--- src/rtl/dft_frame_scheduler_pkg.sv ---
// Shared types and default widths for the DFT frame scheduler and its result serializer.
package dft_pkg;

   typedef enum logic [2:0] {
      ST_IDLE     = 3'd0,
      ST_START    = 3'd1,
      ST_RUN      = 3'd2,
      ST_WAIT_ACC = 3'd3,
      ST_READOUT  = 3'd4
   } dft_state_e;

   localparam int DFT_IQ_WIDTH           = 16;
   localparam int DFT_WINDOW_WIDTH       = 18;
   localparam int DFT_ACCUM_WIDTH        = 48;
   localparam int DFT_NUM_BINS           = 16;
   localparam int DFT_SAMPLE_COUNT_WIDTH = 16;
   localparam int DFT_TIMEOUT_CYCLES     = 64;

endpackage

--- src/rtl/dft_result_serializer.sv ---
// Walks the NUM_BINS accumulator results out one bin per res_* handshake once started,
// pulsing done after the final bin is taken.
module dft_result_serializer
   import dft_pkg::*;
#(
   parameter int  ACCUM_WIDTH = DFT_ACCUM_WIDTH,
   parameter int  NUM_BINS    = DFT_NUM_BINS,
   localparam int BIN_W       = $clog2(NUM_BINS)
) (
   input  logic                                  clk_i,
   input  logic                                  rst_i,
   input  logic                                  start_i,
   input  logic [NUM_BINS-1:0][ACCUM_WIDTH-1:0]  real_i,
   input  logic [NUM_BINS-1:0][ACCUM_WIDTH-1:0]  imag_i,
   output logic                                  res_valid_o,
   input  logic                                  res_ready_i,
   output logic [ACCUM_WIDTH-1:0]                res_real_o,
   output logic [ACCUM_WIDTH-1:0]                res_imag_o,
   output logic [BIN_W-1:0]                      res_bin_o,
   output logic                                  res_last_o,
   output logic                                  done_o
);

   logic             valid;
   logic [BIN_W-1:0] bin;
   logic             bin_last;

   assign bin_last = (bin == BIN_W'(NUM_BINS - 1));

   always_ff @(posedge clk_i) begin
      if (rst_i) begin
         valid  <= 1'b0;
         bin    <= '0;
         done_o <= 1'b0;
      end else begin
         done_o <= 1'b0;
         if (start_i) begin
            valid <= 1'b1;
            bin   <= '0;
         end else if (valid && res_ready_i) begin
            if (bin_last) begin
               valid  <= 1'b0;
               bin    <= '0;
               done_o <= 1'b1;
            end else begin
               bin <= bin + 1'b1;
            end
         end
      end
   end

   // Outputs are forced to zero whenever no bin is being offered.
   assign res_valid_o = valid;
   assign res_bin_o   = valid ? bin : '0;
   assign res_last_o  = valid && bin_last;
   assign res_real_o  = valid ? real_i[bin] : '0;
   assign res_imag_o  = valid ? imag_i[bin] : '0;

endmodule

--- src/rtl/dft_frame_scheduler.sv ---
// Frame controller: gates I/Q samples into frames, fetches window coefficients,
// drives the accumulator controls and hands the results to the serializer.
module dft_frame_scheduler
   import dft_pkg::*;
#(
   parameter int  IQ_WIDTH           = DFT_IQ_WIDTH,
   parameter int  WINDOW_WIDTH       = DFT_WINDOW_WIDTH,
   parameter int  ACCUM_WIDTH        = DFT_ACCUM_WIDTH,
   parameter int  NUM_BINS           = DFT_NUM_BINS,
   parameter int  SAMPLE_COUNT_WIDTH = DFT_SAMPLE_COUNT_WIDTH,
   parameter int  TIMEOUT_CYCLES     = DFT_TIMEOUT_CYCLES,
   localparam int BIN_W              = $clog2(NUM_BINS)
) (
   input  logic                                  clk_i,
   input  logic                                  rst_i,
   input  logic                                  enable_i,
   input  logic [SAMPLE_COUNT_WIDTH-1:0]         cfg_frame_len_i,
   input  logic                                  s_valid_i,
   output logic                                  s_ready_o,
   input  logic [IQ_WIDTH-1:0]                   s_i_i,
   input  logic [IQ_WIDTH-1:0]                   s_q_i,
   output logic                                  win_en_o,
   output logic [SAMPLE_COUNT_WIDTH-1:0]         win_addr_o,
   input  logic [WINDOW_WIDTH-1:0]               win_coeff_i,
   output logic                                  acc_start_o,
   output logic                                  acc_sample_valid_o,
   output logic                                  acc_last_o,
   output logic [IQ_WIDTH-1:0]                   acc_i_o,
   output logic [IQ_WIDTH-1:0]                   acc_q_o,
   output logic [WINDOW_WIDTH-1:0]               acc_win_o,
   input  logic                                  acc_valid_i,
   input  logic                                  acc_busy_i,
   input  logic [NUM_BINS-1:0][ACCUM_WIDTH-1:0]  acc_real_i,
   input  logic [NUM_BINS-1:0][ACCUM_WIDTH-1:0]  acc_imag_i,
   output logic                                  res_valid_o,
   input  logic                                  res_ready_i,
   output logic [ACCUM_WIDTH-1:0]                res_real_o,
   output logic [ACCUM_WIDTH-1:0]                res_imag_o,
   output logic [BIN_W-1:0]                      res_bin_o,
   output logic                                  res_last_o,
   output logic                                  frame_done_o,
   output logic                                  timeout_o,
   output logic                                  cfg_err_o,
   output dft_state_e                            state_o
);

   localparam int TMO_W = $clog2(TIMEOUT_CYCLES);
   // Counter runs down to zero in WAIT_ACC; the load value lands timeout_o
   // exactly TIMEOUT_CYCLES cycles after acc_last_o.
   localparam logic [TMO_W-1:0] TMO_LOAD = TMO_W'(TIMEOUT_CYCLES - 2);

   dft_state_e                    state;
   logic [SAMPLE_COUNT_WIDTH-1:0] len;
   logic [SAMPLE_COUNT_WIDTH-1:0] cnt;
   logic [TMO_W-1:0]              tmo;
   logic                          accept;
   logic                          ser_start;
   logic                          last_hs;

   // Both streams use plain valid/ready: a transfer happens in any cycle where
   // valid and ready are both high; a source holds valid and data until then.
   assign s_ready_o  = (state == ST_RUN) && (cnt < len);
   assign accept     = s_valid_i && s_ready_o;
   assign win_en_o   = accept;
   assign win_addr_o = accept ? cnt : '0;
   assign acc_win_o  = acc_sample_valid_o ? win_coeff_i : '0;
   assign ser_start  = (state == ST_WAIT_ACC) && acc_valid_i;
   assign last_hs    = res_valid_o && res_ready_i && res_last_o;
   assign state_o    = state;

   always_ff @(posedge clk_i) begin
      if (rst_i) begin
         state              <= ST_IDLE;
         len                <= '0;
         cnt                <= '0;
         tmo                <= '0;
         acc_start_o        <= 1'b0;
         acc_sample_valid_o <= 1'b0;
         acc_last_o         <= 1'b0;
         acc_i_o            <= '0;
         acc_q_o            <= '0;
         timeout_o          <= 1'b0;
         cfg_err_o          <= 1'b0;
      end else begin
         acc_start_o        <= 1'b0;
         timeout_o          <= 1'b0;
         cfg_err_o          <= 1'b0;
         acc_sample_valid_o <= accept;
         acc_last_o         <= accept && (cnt == len - 1'b1);
         acc_i_o            <= accept ? s_i_i : '0;
         acc_q_o            <= accept ? s_q_i : '0;
         if (accept) begin
            cnt <= cnt + 1'b1;
         end
         case (state)
            ST_IDLE: begin
               if (enable_i && !acc_busy_i) begin
                  if (cfg_frame_len_i != '0) begin
                     len         <= cfg_frame_len_i;
                     cnt         <= '0;
                     acc_start_o <= 1'b1;
                     state       <= ST_START;
                  end else begin
                     cfg_err_o <= 1'b1;
                  end
               end
            end
            ST_START: state <= ST_RUN;
            ST_RUN: begin
               if (acc_last_o) begin
                  tmo   <= TMO_LOAD;
                  state <= ST_WAIT_ACC;
               end
            end
            ST_WAIT_ACC: begin
               if (acc_valid_i) begin
                  state <= ST_READOUT;
               end else if (tmo == '0) begin
                  timeout_o <= 1'b1;
                  state     <= ST_IDLE;
               end else begin
                  tmo <= tmo - 1'b1;
               end
            end
            ST_READOUT: begin
               if (last_hs) begin
                  state <= ST_IDLE;
               end
            end
            default: state <= ST_IDLE;
         endcase
      end
   end

   dft_result_serializer #(
      .ACCUM_WIDTH (ACCUM_WIDTH),
      .NUM_BINS    (NUM_BINS)
   ) u_serializer (
      .clk_i       (clk_i),
      .rst_i       (rst_i),
      .start_i     (ser_start),
      .real_i      (acc_real_i),
      .imag_i      (acc_imag_i),
      .res_valid_o (res_valid_o),
      .res_ready_i (res_ready_i),
      .res_real_o  (res_real_o),
      .res_imag_o  (res_imag_o),
      .res_bin_o   (res_bin_o),
      .res_last_o  (res_last_o),
      .done_o      (frame_done_o)
   );

endmodule

--- config.mk ---
export PLATFORM = sky130hd
export DESIGN_NAME = dft_frame_scheduler
export DESIGN_NICKNAME = d
export VERILOG_FILES = /design/src/rtl/dft_frame_scheduler_pkg.sv /design/src/rtl/dft_result_serializer.sv /design/src/rtl/dft_frame_scheduler.sv
export SDC_FILE = /design/constraint.sdc
export NUM_CORES = 1
export LEC_CHECK = 0
export ABC_AREA = 0
export CAP_MARGIN = 20
export CORE_AREA = 4 4 698 700
export DETAILED_ROUTE_END_ITERATION = 10
export DIE_AREA = 0 0 702 704
export GPL_TIMING_DRIVEN = 0
export HOLD_SLACK_MARGIN = 0.02
export PLACE_DENSITY = 0.3
export SYNTH_ARGS = -nofsm -noshare
export SYNTH_HDL_FRONTEND = slang
export SYNTH_SLANG_ARGS = --single-unit
--- constraint.sdc ---
create_clock -name clk_i -period 3.1 [get_ports clk_i]
set_input_delay 0.31 -clock clk_i [delete_from_list [all_inputs] [get_ports clk_i]]
set_output_delay 0.31 -clock clk_i [all_outputs]
set_load 0.01 [all_outputs]
==> reports/results.ini <==
[run_status]
status=complete, but fails checks
failed_checks=negative setup slack

[finish]
fin_util_pct=9.97
area_delta_synth_final_pct=199
nNetsFinal=4869
drive_above_1_share_pct=34.7

[timing]
fmax_ghz=0.274
whs_ns=0.488
setup_ws_ns=-0.552
worstMarginPinSlew_ns=1.22
period_needed_ns=3.65
fin_skew_ns=0.0230
grt_setup_unrepaired=true
fin_crit_sh_pct=118
fin_tns_setup_ns=-36.43
final_max_slew_viol_count=0
hold_viol=0
setup_viol=114
relSlewSlack_pct=18.9

[floorplan]
dieArea_mm2=0.494
start_util_pct=3.34
floorplan.die.width_um=702
rows=255
core_area_mm2=0.481
dieHeight_um=704
ioPinCount=1788

[setup_path]
cp_cell_sequence=buf_12, buf_12, clkbuf_16, buf_16, buf_12, clkbuf_16, buf_12, mux4_2, mux4_2, and2_4, buf_6
crit_type=reg -> out
cp_num_buf_inv=8
max_stage_delay_ns=0.70
crit_path_start_kind=register
worst_setup_path_end_kind=primary output
cp-startpoint=u_serializer.bin[1]$_SDFFE_PP0P_
cp_max_fo=7
r2r-start=len[15]$_SDFFE_PP0P_
rr_worst_depth=12
crit_required_ns=2.79
worstPathArrival_ns=3.34
cp_common_cell=buf_12
critPathTopFamily=buffers and inverters
slowest_stage=mux4_2
crit_cells=11

[synthesis]
avgSynthCellArea_um2=13.4
syn_inst=1195
yosys.area.top_type=mux4_2
synth.area.top_cells=mux4_2 (67%), dfxtp_1 (10%), and2_1 (6.4%), clkbuf_1 (2.3%), ha_1 (1.6%)
synth_fp_nets=2825
synth_seq_cells=84
async_reset_ff_share_pct=0
ys.flop_type=dfxtp_1
synth-seq-area-share_pct=10.5
yosys.area.top_type_share_pct=67.3
synth_edf_count=0
yosys_warnings=0
synth_cell_types=54
syn_area_mm2=0.0161

[hold_path]
holdCritStartpoint=s_i_i[0]
hold_depth=2
hold_path_class=in -> reg

[detailed_routing]
ant_nets=0
wire_per_inst_um=39.8
vias_per_cell=2.52
dr_total_vias=24700
drtIter0Drc=1862
dr.pass1.iters=8
wl_um=389000
drc=0

[clock_network]
path_clk_slew_ns=0.08
cts_tree=yes
clk_latency_ns=0.40
cts_buffers=9
clk_path_buf_depth=2
cts_hold_buffers=0
cts.sinks=84
htree_num_levels=3
root_buffer=clkbuf_16

[placed_design]
post-dp-hpwl_um=363000
globalplace.congestion=0.916
numPortBuffers=1787
place_ws_ns=-2.63

[global_routing]
grt_pass1_vias=24900
gr-total-overflow=0
antenna_found_initial=408
grt_pass1_wl_um=444000
grt_max_degree=20
gr-usage-all-layers_pct=15.1

[job]
maxCapViolations=0

[power]
ir_drop_mv=0.238
p_per_area_mw_per_mm2=128
leakagePower_nw=14.3
total_power_mw=6.16

[layout by cell type (no fill, tap or decap), drive strengths merged, types with 18 or more instances in the layout]
master	netlist	final
and2	166	166
clkbuf	100	104
buf	48	413
nand2	38	38
ha	21	21
nor2	24	24
nand3	18	18
inv	25	27
diode	0	111
mux4	480	480
o21ai	25	25
clkdlybuf4s50	0	1674
dfxtp	84	84
a21oi	30	30
[flip-flops by register name, summed over array words and instances (netlist names)]
name	flops
timeout_o	1
cfg_err_o	1
len	16
cnt	16
state_o	3
acc_start_o	1
u_serializer.bin	4
u_serializer.done_o	1
acc_q_o	16
acc_i_o	16
u_serializer.res_valid_o	1
acc_sample_valid_o	1
tmo	6
acc_last_o	1
[worst paths after layout]
kind / to / slack (ns)
worst max-delay path: res_imag_o[3] / -0.55
worst min-delay path: acc_i_o[0]$_SDFF_PP0_ / 0.49
worst max register to register: cnt[13]$_SDFF_PP0_ / -0.01
worst min register to register: tmo[5]$_SDFFE_PP0P_ / 0.50
[logic make-up (layout without fill, tap and decap cells)]
| kind of cell | Yosys count | count (layout) | share of synthesized area [%] |
|---|---|---|---|
| compound gates | 91 | 91 | 3.55 |
| xor+xnor | 24 | 24 | 1.31 |
| fa+ha+maj | 21 | 21 | 1.64 |
| buf+inv | 173 | 2222 | 4.16 |
| flops | 84 | 84 | 10.5 |
| mux | 480 | 480 | 67.3 |
| other cells | 0 | 111 | 0 |
| simple gates | 322 | 322 | 11.6 |
[report_power, final]
group / switching [mW] / internal [mW]
Sequential: 0.0210 / 1.09
Clock: 0.610 / 0.719
Combinational: 1.35 / 2.37
Total: 1.98 / 4.18
[metal layers]
layer  global-route usage (%)  vias to the layer above  routed length [µm]
met5                        0                        -                1350
li1                         -                     9418                   -
met4                     1.99                      204                7480
met1                     17.7                    12600              154000
met3                     6.71                      618               41400
met2                     25.7                     1849              185000
[metrics by stage]
stage / area, µm² / instances
floorplan: 16100 / 1195
finish: 48000 / 9780
global placement: 42000 / 9407
CTS: 46800 / 9619
detailed placement: 42900 / 9447
global route: 47700 / 9691
[cell usage after synthesis (all sizes together), types with 3 or more instances]
cell type,count
mux4,480
and2,166
clkbuf,100
dfxtp,84
buf,48
nand2,38
a21oi,30
inv,25
o21ai,25
nor2,24
ha,21
nand3,18
xnor2,15
nor4,14
nor3,13
nand4,12
xor2,9
or3,8
a311oi,5
a31oi,5
nand2b,5
or4,5
a21o,4
o31ai,4
and3,3
and4,3
nor4b,3
[repair_timing]
item / 4_1_cts / 5_1_grt
pin swaps: 18 / 12
endpoints found under the setup margin: 168 / 129
setup buffers: 159 / 69
gates cloned: 5 / 4
gates resized for setup: 1183 / 173
[area by class of cell]
cell class                 count  area [µm²]
fill                       55500      433000
timing repair buffer        2051       21900
multi-input combinational    938       14200
tap                         6425        8040
sequential                    84        1720
buffer                       130        1430
antenna                      111         278
clock buffer                  10         229
inverter                      25        98.8
clock inverter                 6        96.3
Note: power is estimated with default switching activity, not from simulation.
